### config.mk
export PLATFORM = sky130hd
export DESIGN_NAME = fx2_bus_arbiter
export DESIGN_NICKNAME = d
export VERILOG_FILES = /design/src/rtl/fx2_bus_arbiter.sv
export SDC_FILE = /design/constraint.sdc
export NUM_CORES = 1
export LEC_CHECK = 0
export ABC_AREA = 1
export BUFFER_PORTS_ARGS = -buffer_cell sky130_fd_sc_hd__buf_2
export CAP_MARGIN = 30
export CORE_UTILIZATION = 30
export DETAILED_ROUTE_END_ITERATION = 10
export SLEW_MARGIN = 20
export SYNTH_ARGS = -nofsm -noshare
export SYNTH_HDL_FRONTEND = slang
export SYNTH_SLANG_ARGS = --single-unit
### constraint.sdc
create_clock -name clk -period 3.95 [get_ports clk]
set_clock_uncertainty 0.15 [all_clocks]
set_input_delay 0.79 -clock clk [delete_from_list [all_inputs] [get_ports clk]]
set_output_delay 0.79 -clock clk [all_outputs]
set_load 0.03 [all_outputs]
### src/rtl/fx2_bus_arbiter.sv
// fx2_bus_arbiter: registered FX2 slave-FIFO bus arbiter with turnaround gap and burst limit
module fx2_bus_arbiter #(
  parameter int unsigned BURST_MAX = 256,
  parameter int unsigned TURN_CYC  = 2,
  parameter logic [1:0]  RD_ADDR   = 2'b00,
  parameter logic [1:0]  WR_ADDR   = 2'b10
) (
  input  logic       clk,
  input  logic       reset,
  input  logic       rd_req,
  input  logic       wr_req,
  input  logic       wr_lock,
  input  logic       rd_beat,
  input  logic       wr_beat,
  input  logic       rd_done,
  input  logic       wr_done,
  output logic       rd_grant,
  output logic       wr_grant,
  output logic       fdata_oe,
  output logic [1:0] faddr,
  output logic       turn_busy
);
  typedef enum logic [1:0] {IDLE, RD_GNT, WR_GNT, TURN} state_t;
  state_t state, state_n;
  logic tgt, tgt_n, last_wr, last_wr_n;
  logic [3:0] turn_cnt, turn_cnt_n;
  logic [15:0] beat_cnt, beat_cnt_n;
  logic [16:0] beat_inc;
  logic [1:0] faddr_n, win_addr;
  logic rd_el, win_wr, win_any, is_wr, own_req, own_beat, own_done, rel;
  assign rd_el    = rd_req & ~wr_lock;
  assign win_wr   = wr_req & (~rd_el | ~last_wr);
  assign win_any  = rd_el | wr_req;
  assign win_addr = win_wr ? WR_ADDR : RD_ADDR;
  assign is_wr    = state == WR_GNT;
  assign own_req  = is_wr ? wr_req : rd_req;
  assign own_beat = is_wr ? wr_beat : rd_beat;
  assign own_done = is_wr ? wr_done : rd_done;
  assign beat_inc = {1'b0, beat_cnt} + 17'(own_beat);
  assign rel      = own_done | ~own_req | (own_beat & (beat_inc == 17'(BURST_MAX))) | (~is_wr & wr_lock);
  always_comb begin
    state_n    = state;
    tgt_n      = tgt;
    last_wr_n  = last_wr;
    turn_cnt_n = turn_cnt;
    beat_cnt_n = beat_cnt;
    faddr_n    = faddr;
    case (state)
      IDLE: begin
        beat_cnt_n = '0;
        if (win_any && win_addr == faddr) state_n = win_wr ? WR_GNT : RD_GNT;
        else if (win_any) begin
          state_n    = TURN;
          tgt_n      = win_wr;
          faddr_n    = win_addr;
          turn_cnt_n = 4'(TURN_CYC - 1);
        end
      end
      TURN: begin
        beat_cnt_n = '0;
        state_n    = turn_cnt == '0 ? (tgt ? WR_GNT : RD_GNT) : TURN;
        turn_cnt_n = turn_cnt == '0 ? turn_cnt : turn_cnt - 4'd1;
      end
      default: begin
        beat_cnt_n = beat_inc[15:0];
        state_n    = rel ? IDLE : state;
        last_wr_n  = rel ? is_wr : last_wr;
      end
    endcase
  end
  always_ff @(posedge clk) begin
    if (reset) begin
      state     <= IDLE;
      tgt       <= 1'b0;
      last_wr   <= 1'b1;
      turn_cnt  <= '0;
      beat_cnt  <= '0;
      faddr     <= RD_ADDR;
      rd_grant  <= 1'b0;
      wr_grant  <= 1'b0;
      fdata_oe  <= 1'b0;
      turn_busy <= 1'b0;
    end else begin
      state     <= state_n;
      tgt       <= tgt_n;
      last_wr   <= last_wr_n;
      turn_cnt  <= turn_cnt_n;
      beat_cnt  <= beat_cnt_n;
      faddr     <= faddr_n;
      rd_grant  <= state_n == RD_GNT;
      wr_grant  <= state_n == WR_GNT;
      fdata_oe  <= state_n == WR_GNT;
      turn_busy <= state_n == TURN;
    end
  end
endmodule
# Word-level counts from Yosys, hierarchy flattened

Index checks and enable logic that the tools add are counted.

Bits in registers: 29
Input bits: 9
Output and inout port bits: 6
Logic and storage cells: 61

Add/sub/neg operators: 2
Equality and inequality tests: 10
Mux-type cells: 15
Bitwise operators: 16
Reductions and logical operators: 9

Operators with widths:

| cell                | count |
|---|---|
| $add 16x1->17       | 1 |
| $eq 17x9->1 const B | 1 |
| $mux 2              | 7 |
| $mux 4              | 3 |
| $eq 2x2->1 const B  | 4 |
| $pmux 4 s2          | 1 |
| $not 1->1           | 7 |
| $ne 2x2->1 const B  | 3 |
| $or 1x1->1          | 5 |
| $and 1x1->1         | 4 |
| $logic_not 4->1     | 1 |
| $pmux 2 s2          | 1 |
| $reduce_and 4->1    | 1 |
| $sub 4x1->4 const B | 1 |
| $mux 1              | 3 |
| $reduce_and 3->1    | 1 |
| $reduce_or 3->1     | 1 |
| $eq 2x1->1 const B  | 1 |
| $eq 2x2->1          | 1 |
| $logic_not 2->1     | 1 |
| $reduce_and 2->1    | 1 |
| $reduce_bool 2->1   | 1 |
| $reduce_or 2->1     | 1 |
| $logic_and 1x1->1   | 1 |

# Longest topological paths before layout

Gate-level depths: netlist of the first run.

Word-level depth: 11
Mapped depth: 20
Depth with buffers taken out: 20

# Worst setup path after synthesis of the first run

No wires, ideal clock.

Kind: input port to flip-flop
Start: input port wr_beat
End: register fdata_oe
Setup time: 0.112 ns
Data arrival time: 2.354 ns
Required time: 3.688 ns
Path slack: 1.334 ns
Stages: 18
Path buffers: 0
Cell sequence: inv_1 > nand2_1 > and2_1 > ha_1 > ha_1 > nand3_2 > nor2_4 > nand2_1 > nand2_1 > nand2_1 > nor2_1 > nand2_1 > nor2_2 > nand2_2 > nand3_1 > nand2_1 > nand2_1 > nor2_1

Longest elaborated chain between the ends: 9

Ends and longest elaborated chain:

| what                      | line | text |
|---|---|---|
| start: declaration        | 14   | `input logic wr_beat,` |
| $mux 1 *                  | 37   | `assign own_beat = is_wr ? wr_beat : rd_beat;` |
| $add 16x1->17             | 39   | `assign beat_inc = {1'b0, beat_cnt} + 17'(own_beat);` |
| $eq 17x9->1               | 40   | `assign rel = own_done \| ~own_req \| (own_beat & (beat_inc == 17'(BURST_MAX))) \| (~is_wr & wr_lock);` |
| $and 1x1->1 *             | 40   |  |
| $or 1x1->1 * (2 in a row) | 40   |  |
| $mux 2 *                  | 66   | `state_n = rel ? IDLE : state;` |
| $pmux 2 s2 *              | 48   | `case (state)` |
| $eq 2x2->1 *              | 92   | `fdata_oe <= state_n == WR_GNT;` |
| end signal: assignment    | 81   | `fdata_oe <= 1'b0;` |
| end signal: assignment    | 92   |  |
| end: declaration          | 19   | `output logic fdata_oe,` |

Mark *: on every way between the ends. The rest lies on a longest branch, timed or not.
A chain may end at the register's enable or synchronous reset.

# Worst setup path in the final report of the first run

Start: register state[0]
End: register turn_busy

Longest elaborated chain between the ends: 10
Elaborated cells between the ends (all ways): 20
Those cells by class: add/sub: 1; eq/ne: 4; mux: 7; bitwise: 7; reduce/logical: 1

Ends and longest elaborated chain:

| what                     | line | text |
|---|---|---|
| start: declaration       | 24   | `state_t state, state_n;` |
| start signal: assignment | 84   | `state <= state_n;` |
| $eq 2x2->1               | 35   | `assign is_wr = state == WR_GNT;` |
| net is_wr                | 30   | `logic rd_el, win_wr, win_any, is_wr, own_req, own_beat, own_done, rel;` |
| $mux 1                   | 37   |  |
| $add 16x1->17            | 39   |  |
| net beat_inc[1]          | 28   | `logic [16:0] beat_inc;` |
| $eq 17x9->1              | 40   |  |
| $and 1x1->1              | 40   |  |
| $or 1x1->1 (2 in a row)  | 40   |  |
| $mux 2                   | 66   |  |
| $pmux 2 s2               | 48   |  |
| $eq 2x2->1               | 93   | `turn_busy <= state_n == TURN;` |
| end signal: assignment   | 82   | `turn_busy <= 1'b0;` |
| end signal: assignment   | 93   |  |
| end: declaration         | 21   | `output logic turn_busy` |

The timed path passes the listed nets, and every way through them passes these cells.

==> flow_metrics.py, run 1 <==
metrics = {
    "outcome": {
        "status": "complete, no violations",
    },
    "clock_network": {
        "post-cts-setup-buffer-count": 0,
        "cts_resized": 0,
        "clk_latency_ns": 0.28,
        "cts_tree": "yes",
        "htreeDepth": 1,
        "hold_buffers": 0,
        "cts.sinks": 27,
        "clockBufferDepth": 2,
        "numCtsBuffers": 3,
        "clkTransAtPathRegs_ns": 0.11,
        "root_buffer": "clkbuf_8",
    },
    "placement": {
        "routabilityCongestion": 0.843,
        "dp_hpwl_um": 2460,
        "place_ws_ns": 0.968,
        "io_buffers": 13,
    },
    "detailed_routing": {
        "totalWireLength_um": 3070,
        "vias_per_cell": 4.37,
        "drc_errors": 0,
        "firstDrtPassIters": 5,
        "vias": 1430,
        "drt_iter0_markers": 58,
        "postRouteAntennaNets": 0,
        "wl_per_cell_um": 9.38,
    },
    "pwr": {
        "switching_share": 0.409,
        "power_leakage_nw": 0.758,
        "power_switching_mw": 0.351,
        "comb_power_share": 0.407,
        "vdd_drop_max_uv": 262,
        "internal_power_mw": 0.508,
        "p_seq_frac": 0.401,
        "pwr-share-clk": 0.192,
        "power_density_nw_per_um2": 488,
    },
    "synthesis": {
        "post-synth-top-area-fraction": 0.341,
        "async_flop_share": 0,
        "synth-compound-area-share": 0.0900,
        "yosysMostFrequentCell": "nand2_1",
        "synthCells": 244,
        "synth.yosys.seq_area_share": 0.341,
        "synthAdderAreaFrac": 0.0474,
        "synth_simple_gate_area_frac": 0.396,
        "synth_top_family_by_area": "simple AND/OR/NAND/NOR gates",
        "avgSynthCellArea_um2": 6.50,
        "yosysUniqueCellTypes": 26,
        "synth_flop_cell": "dfxtp_1",
        "synth.area.mux_share": 0,
        "synth_area_leader_cell": "dfxtp_1",
        "synth_area_leaders": "dfxtp_1 34%, nand2_1 16%, inv_1 9.0%, nor2_1 7.6%, ha_1 4.7%",
        "ys_top_cells_by_count": "67 x nand2_1, 38 x inv_1, 32 x nor2_1",
        "yosys_warnings": 0,
        "synth_edf_count": 0,
        "synthXorXnorAreaFrac": 0.0166,
        "syn_area_um2": 1590,
        "syn-num-nets": 259,
        "ys_ff_latch": 27,
    },
    "cells_and_area": {
        "diodes": 0,
        "nets": 273,
        "area_growth_pct": 11.0,
        "nFillCells": 552,
        "multiInputGateArea_um2": 876,
        "seq_area_um2": 541,
        "final_core_util": 0.345,
        "drive_gt1_frac": 0.125,
    },
    "die": {
        "die_area_um2": 5580,
        "die_x_um": 74.7,
        "rows": 26,
        "start_util": 0.310,
        "die_h_um": 74.7,
        "io_pins": 15,
        "core_um2": 5110,
    },
    "timing": {
        "fin_ws_ns": 1.08,
        "hold_viol": 0,
        "fin_tns_setup_ns": 0,
        "hold_slack_ns": 0.318,
        "relSlewSlack": 0.564,
        "finalSetupViolations": 0,
        "period_share": 0.727,
        "layout_min_cycle_time_ns": 2.87,
        "worst_pin_slew_ns": 0.653,
        "max_freq_mhz": 348,
        "slew_violations": 0,
        "rsz0062_at_grt": "false",
    },
    "grt": {
        "grt_pass1_vias": 1345,
        "grt_start_max_net_pins": 17,
        "overflow": 0,
        "antenna_found_initial": 0,
        "grt_use_total": 0.126,
        "grt_pass1_wl_um": 5530,
    },
    "min_path": {
        "holdPathEnd": "last_wr",
        "holdPathStages": 2,
        "hold_path.class": "flop to flop",
        "min-delay-start": "last_wr",
    },
    "setup_path": {
        "slowest_stage": "dfxtp_1",
        "path_cells": "inv_1 -> ha_1 -> inv_1 -> nand2_1 -> and2_1 -> ha_1 -> ha_1 -> nor2_1 -> nand3_1 -> nor2_1 -> nand3_1 -> nor2_1 -> nand2_1 -> nor2_2 -> nand2_2 -> nand3_1 -> nand2_1 -> nand2_1 -> nor2_1",
        "crit_family": "simple AND/OR/NAND/NOR gates",
        "crit_cells": 19,
        "cp_max_fo": 5,
        "max_stage_delay_ns": 0.40,
        "path_class": "flop to flop",
        "reg2reg_depth": 19,
        "critical_path.startpoint_type": "flop",
        "worstPathArrival_ns": 2.91,
        "path_buf_inv": 2,
        "cp.required_ns": 3.99,
        "r2r-end": "turn_busy",
        "reg2reg_from": "state[0]",
        "endpoint_kind": "flop",
        "regToRegSetupSlack_ns": 1.08,
    },
    "job": {
        "cap_violations": 0,
    },
}
[layout make-up]
type,count,area share
Multi-Input combinational cell,175,0.498
Inverter,38,0.0810
Clock inverter,1,0.00426
Timing Repair Buffer,13,0.0370
Sequential cell,27,0.307
Tap cell,70,0.0498
Clock buffer,3,0.0235
[worst min-delay path, delay by kind of cell, from the launching register on]
| family | cells | cell delay [ns] |
|---|---|---|
| flops | 1 | 0.34 |
| simple gates | 2 | 0.10 |
[metal layers]
layer	wire length (µm)	GRT usage	part of all wire	vias up
li1	-	-	-	786
met1	1510	0.161	0.49	612
met2	1410	0.209	0.46	22
met3	80	0.0241	0.026	10
met4	72	0.0482	0.023	0
met5	0	0	0	-
[stage by stage]
stage,std cells,cell area [µm²],power (mW)
after detailed placement,323,1710,0.704
after global placement,323,1710,0.703
final,327,1760,0.859
after CTS,327,1760,0.870
after floorplan,244,1590,0.635
after global routing,327,1760,0.942
[cells in the final DEF (no fill, tap or decap)]
master       n
nand2_1     67
inv_1       38
nor2_1      32
dfxtp_1     27
nand3_1     13
buf_2       13
o21ai_0     10
a21oi_1      9
nand4_1      6
ha_1         6
nor2_2       5
nand2_2      4
nand3b_1     3
xor2_1       3
nand3_2      3
o21ai_1      3
clkbuf_8     3
nor2_4       2
nor3_1       2
and2_1       1
o32ai_1      1
or2_2        1
a211oi_1     1
a311oi_1     1
o31ai_1      1
conb_1       1
clkinvlp_4   1
[power groups by stage]
stage | clock (mW) | sequential, mW | combinational, mW
3_5_place_dp | 0 | 0.351 | 0.352
4_1_cts | 0.172 | 0.345 | 0.354
6_report | 0.165 | 0.345 | 0.349
5_1_grt | 0.178 | 0.352 | 0.412
2_1_floorplan | 0 | 0.366 | 0.269
3_3_place_gp | 0 | 0.352 | 0.351
[registers in the layout, summed over array words and instances, names as in the netlist]
name       flops
beat_cnt      16
turn_cnt       4
rd_grant       1
turn_busy      1
faddr          1
fdata_oe       1
state          2
last_wr        1
[logic make-up (layout without fill, tap and decap cells)]
kind of cell | count (synthesis) | count (layout)
buf+inv | 42 | 55
flops | 27 | 27
other cells | 1 | 1
fa+ha+maj | 6 | 6
compound gates | 26 | 26
xor+xnor | 3 | 3
simple gates | 139 | 139
[worst max path at each step]
stage	from	end	slack, ns
final	state[0]	turn_busy	1.08
after floorplan	wr_beat	fdata_oe	1.33
after global placement	wr_beat	fdata_oe	0.96
after global routing	state[0]	turn_busy	0.75
after detailed placement	wr_beat	turn_busy	0.97
after CTS	state[0]	turn_busy	1.08
Note: power is estimated with default switching activity, not from simulation.
==> run 2, diff against run 1 <==
- clock period: 3.95 -> 2.5 ns (I/O delays scaled with it)
==> run 2 against run 1 <==
The flow now finishes with violations (design-rule violations). Flip-flop and latch count unchanged. Cell area increased by 17%. Setup slack lost 1.0 ns. Sequential share of layout area down 4.4 points. Critical endpoint unchanged. Power is 71% higher. Clock-buffer cell count is 1 higher. Critical path depth did not move. Clock power rose by 53%. Fmax increased by 18%. Register-to-register slack worse by 1.0 ns. Sequential power is 59% higher. Worst hold slack got worse by 0.042 ns.
==> flow_metrics.py, run 2 (synthesis results as in run 1) <==
metrics = {
    "outcome": {
        "status": "complete, but fails checks",
        "violations": "design-rule violations",
    },
    "clock_network": {
        "clkTransAtPathRegs_ns": 0.10,
        "clockBufferDepth": 2,
        "cts_tree": "yes",
        "numCtsBuffers": 3,
        "root_buffer": "clkbuf_8",
        "hold_buffers": 0,
        "clk_latency_ns": 0.27,
        "htreeDepth": 1,
        "cts.sinks": 27,
    },
    "pwr": {
        "power_density_nw_per_um2": 713,
        "internal_power_mw": 0.882,
        "comb_power_share": 0.457,
        "power_leakage_nw": 0.887,
        "vdd_drop_max_uv": 461,
        "power_switching_mw": 0.591,
        "pwr-share-clk": 0.171,
        "switching_share": 0.401,
        "p_seq_frac": 0.372,
    },
    "setup_path": {
        "crit_family": "simple AND/OR/NAND/NOR gates",
        "worstPathArrival_ns": 2.50,
        "critical_path.startpoint_type": "flop",
        "cp_max_fo": 5,
        "slowest_stage": "dfxtp_2",
        "path_cells": "inv_2 -> ha_4 -> nand2_1 -> and2_4 -> ha_4 -> ha_4 -> nand3_4 -> nor2_4 -> buf_6 -> nand3b_1 -> nand2_1 -> nor2_1 -> nand2_1 -> nor2_2 -> nand2_2 -> nand3_2 -> nand2_2 -> nand2_2 -> nor2_1",
        "path_buf_inv": 2,
        "max_stage_delay_ns": 0.34,
        "path_class": "flop to flop",
        "cp.required_ns": 2.56,
        "endpoint_kind": "flop",
        "crit_cells": 19,
        "reg2reg_depth": 19,
    },
    "cells_and_area": {
        "nets": 297,
        "top_regs": "beat_cnt: 16 flops, turn_cnt: 4 flops, state: 2 flops",
        "diodes": 0,
        "layout_common_cells": "61 x nand2_1, 36 x inv_1, 29 x nor2_1",
        "layout.cells.most_common": "nand2_1",
        "multiInputGateArea_um2": 993,
        "largest_reg_flops": 16,
        "stdcell_count": 351,
        "nFillCells": 531,
        "area_growth_pct": 30.2,
        "final_core_util": 0.404,
        "seq_area_um2": 543,
        "drive_gt1_frac": 0.274,
        "largest-register": "beat_cnt",
    },
    "detailed_routing": {
        "postRouteAntennaNets": 0,
        "vias": 1524,
        "firstDrtPassIters": 7,
        "vias_per_cell": 4.34,
        "drc_errors": 1,
        "drt_iter0_markers": 61,
        "totalWireLength_um": 3440,
        "wl_per_cell_um": 9.81,
    },
    "die": {
        "die_x_um": 74.7,
        "die_area_um2": 5580,
        "die_h_um": 74.7,
        "core_um2": 5110,
        "rows": 26,
        "start_util": 0.310,
        "io_pins": 15,
    },
    "placement": {
        "dp.cells": 339,
        "place_ws_ns": -0.135,
        "dp_hpwl_um": 2560,
        "routabilityCongestion": 0.827,
        "io_buffers": 13,
    },
    "timing": {
        "fin_ws_ns": 0.0587,
        "relSlewSlack": 0.614,
        "finalSetupViolations": 0,
        "layout_min_cycle_time_ns": 2.44,
        "worst_pin_slew_ns": 0.577,
        "hold_viol": 0,
        "max_freq_mhz": 410,
        "rsz0062_at_grt": "true",
        "period_share": 0.977,
        "slew_violations": 0,
    },
    "grt": {
        "grt_pass1_wl_um": 5930,
        "grt_pass1_vias": 1371,
        "overflow": 0,
        "antenna_found_initial": 0,
        "grt_start_max_net_pins": 17,
        "grt_use_total": 0.136,
    },
    "job": {
        "cap_violations": 0,
    },
    "min_path": {
        "hold_path.class": "input port to flop",
        "holdPathStages": 2,
    },
}
[run 2: per-layer routing]
metal | vias up | GRT usage | share of wire
met1 | 676 | 0.186 | 0.49
met5 | - | 0 | 0
met3 | 2 | 0.0201 | 0.019
li1 | 834 | - | -
met4 | 0 | 0.0252 | 0.0055
met2 | 12 | 0.231 | 0.48
[run 2: power by group through the flow]
stage,logic (mW),clock network (mW),registers (mW)
6_report,0.673,0.252,0.547
5_1_grt,0.772,0.279,0.555
4_1_cts,0.639,0.267,0.547
3_5_place_dp,0.616,0,0.548
3_3_place_gp,0.617,0,0.548
2_1_floorplan,0.426,0,0.579
[run 2: final cells by class]
| class | count | area share |
|---|---|---|
| Multi-Input combinational cell | 175 | 0.481 |
| Timing Repair Buffer | 37 | 0.122 |
| Sequential cell | 27 | 0.263 |
| Tap cell | 70 | 0.0424 |
| Inverter | 38 | 0.0691 |
| Clock buffer | 4 | 0.0218 |
[run 2: path summary, 6_finish.rpt]
path / from / to / slack (ns)
hold / removal: reset / turn_cnt[1] / 0.28
setup / recovery: state[0] / turn_busy / 0.06
hold reg to reg: last_wr / last_wr / 0.33
setup reg to reg: state[0] / turn_busy / 0.06
[run 2: repair_timing]
item | 4_1_cts | 5_1_grt
buffers inserted | 6 | 2
cloned | 0 | 0
gates resized for setup | 17 | 15
endpoints found under the setup margin | 6 | 6
pin swaps | 14 | 21
[run 2: worst reg2reg max path: cells and delay by family (launching register included)]
| family | cells | cell delay (ns) |
|---|---|---|
| simple gates | 14 | 1.24 |
| flops | 1 | 0.34 |
| buf+inv | 2 | 0.17 |
| fa+ha+maj | 3 | 0.47 |
[run 2: stage by stage]
stage          setup TNS [ns]  instance area [µm²]  total power [mW]  hold slack, ns
6_report                    0                 2060              1.47           0.275
5_1_grt                -0.678                 2060              1.61           0.269
4_1_cts                     0                 1990              1.45           0.269
3_5_place_dp           -0.728                 1830              1.16           0.302
3_3_place_gp           -0.710                 1830              1.17           0.298
2_1_floorplan               0                 1590              1.00           0.278
==> run 3, diff against run 2 <==
- REMOVE_ABC_BUFFERS: default -> 1
==> run 3 against run 2 <==
Core utilization is 0.25 points lower. Sequential power about the same. Sequential share of layout area grew 0.16 points. Worst hold slack lost 0.0079 ns. Power increased by 3.7%. Wire length down 2.6%. The flow now finishes without violations. Critical endpoint is now last_wr. Critical path depth is 1 higher. First-iteration DRC count shrank 26%.
==> flow_metrics.py, run 3 (synthesis results as in run 1) <==
metrics = {
    "outcome": {
        "status": "complete, no violations",
    },
    "cells_and_area": {
        "area_growth_pct": 29.4,
        "final_core_util": 0.402,
        "largest-register": "beat_cnt",
        "nFillCells": 540,
        "seq_area_um2": 543,
        "top_regs": "beat_cnt: 16 flops, turn_cnt: 4 flops, state: 2 flops",
        "layout_common_cells": "57 x nand2_1, 35 x inv_1, 29 x nor2_1",
        "layout.cells.most_common": "nand2_1",
        "largest_reg_flops": 16,
        "diodes": 0,
        "nets": 296,
        "drive_gt1_frac": 0.289,
        "final_design_area_no_fill_um2": 2050,
        "stdcell_count": 350,
        "multiInputGateArea_um2": 987,
    },
    "placement": {
        "routabilityCongestion": 0.780,
        "place_area_um2": 1770,
        "io_buffers": 13,
        "dp.cells": 331,
        "place_ws_ns": -0.177,
        "dp_hpwl_um": 2390,
    },
    "clock_network": {
        "root_buffer": "clkbuf_8",
        "hold_buffers": 0,
        "cts.sinks": 27,
        "clk_latency_ns": 0.28,
        "numCtsBuffers": 3,
        "htreeDepth": 1,
        "cts_tree": "yes",
        "clockBufferDepth": 2,
        "clkTransAtPathRegs_ns": 0.10,
    },
    "die": {
        "die_h_um": 74.7,
        "start_util": 0.310,
        "core_um2": 5110,
        "io_pins": 15,
        "die_area_um2": 5580,
        "rows": 26,
        "die_x_um": 74.7,
    },
    "setup_path": {
        "reg2reg_from": "state[0]",
        "cp.required_ns": 2.51,
        "path_class": "flop to flop",
        "worstPathArrival_ns": 2.48,
        "critical_path.startpoint_type": "flop",
        "startpoint": "state[0]",
        "cp_max_fo": 4,
        "endpoint_kind": "flop",
        "regToRegSetupSlack_ns": 0.04,
    },
    "grt": {
        "grt_start_max_net_pins": 17,
        "grt_use_total": 0.134,
        "overflow": 0,
        "antenna_found_initial": 0,
        "grt_pass1_wl_um": 5840,
        "grt_pass1_vias": 1373,
    },
    "min_path": {
        "min-delay-start": "reset",
        "hold_path.class": "input port to flop",
    },
    "timing": {
        "worst_pin_slew_ns": 0.641,
        "rsz0062_at_grt": "true",
        "hold_slack_ns": 0.268,
        "finalSetupViolations": 0,
        "max_freq_mhz": 406,
        "fin_ws_ns": 0.0384,
        "layout_min_cycle_time_ns": 2.46,
        "relSlewSlack": 0.571,
        "period_share": 0.985,
        "slew_violations": 0,
        "hold_viol": 0,
    },
    "pwr": {
        "power_density_nw_per_um2": 744,
        "vdd_drop_max_uv": 435,
        "power_leakage_nw": 0.869,
    },
    "detailed_routing": {
        "drc_errors": 0,
        "wl_per_cell_um": 9.59,
        "totalWireLength_um": 3360,
        "vias_per_cell": 4.29,
        "postRouteAntennaNets": 0,
        "firstDrtPassIters": 5,
        "drt_iter0_markers": 45,
        "vias": 1501,
    },
    "job": {
        "cap_violations": 0,
    },
}
[run 3: changes by cell type in the layout (fill, tap and decap cells not counted), moves of 2 or more]
| cell | previous run | this run |
|---|---|---|
| nand2_1 | 61 | 57 |
| nand2_2 | 9 | 14 |
| nand3_1 | 8 | 10 |
| nand3_2 | 6 | 4 |
[run 3: through the flow]
stage | total power, mW | TNS (ns)
floorplan | 0.986 | 0
global placement | 1.16 | -0.661
detailed placement | 1.17 | -1.00
CTS | 1.50 | 0
global route | 1.65 | -0.752
finish | 1.53 | 0
[run 3: layout make-up]
cell class / instances / share of cell area
multi-input cells: 175 / 0.481
flip-flops and latches: 27 / 0.265
inverters: 38 / 0.0695
clock buffers: 3 / 0.0201
clock inverters: 1 / 0.00244
repair buffers: 36 / 0.120
well taps: 70 / 0.0427
[run 3: what timing repair did]
item                                    CTS  global route
pin swaps                                13            18
hold endpoints to repair                  0             0
resized for setup                        23            11
buffers inserted                         10             5
endpoints found under the setup margin    6             7
[run 3: worst paths after layout]
check,cells past startpoint,end
setup / recovery,20,last_wr
hold / removal,2,turn_cnt[1]
setup reg to reg,20,last_wr
hold reg to reg,2,last_wr
[run 3: worst max-delay path, cell delays in order, from the launching register on]
cell and delay [ns]:
dfxtp_2 0.34, inv_2 0.07, ha_4 0.15, inv_2 0.03, nand2_2 0.05, and2_4 0.15
ha_4 0.14, ha_4 0.16, nand3_4 0.09, nor2_4 0.17, nand2_2 0.07, nand2_2 0.08
nand2_2 0.05, nor2_2 0.12, nand2_2 0.08, nor2_2 0.11, nand2_2 0.09, nand2_2 0.07
nand2_1 0.05, nand2_1 0.05, nand3_1 0.06
[run 3: layer usage]
layer | vias to the layer above | wire, µm | track usage
met5 | - | 0 | 0
met4 | 0 | 24 | 0.0314
met3 | 2 | 66 | 0.0281
met2 | 16 | 1630 | 0.233
met1 | 647 | 1630 | 0.170
li1 | 836 | - | -
[run 3: power breakdown]
part           switching [mW]  leakage, nW  internal, mW
combinational           0.427        0.623         0.293
clock                   0.148       0.0255         0.112
sequential             0.0424        0.220         0.504
total                   0.617        0.869         0.910
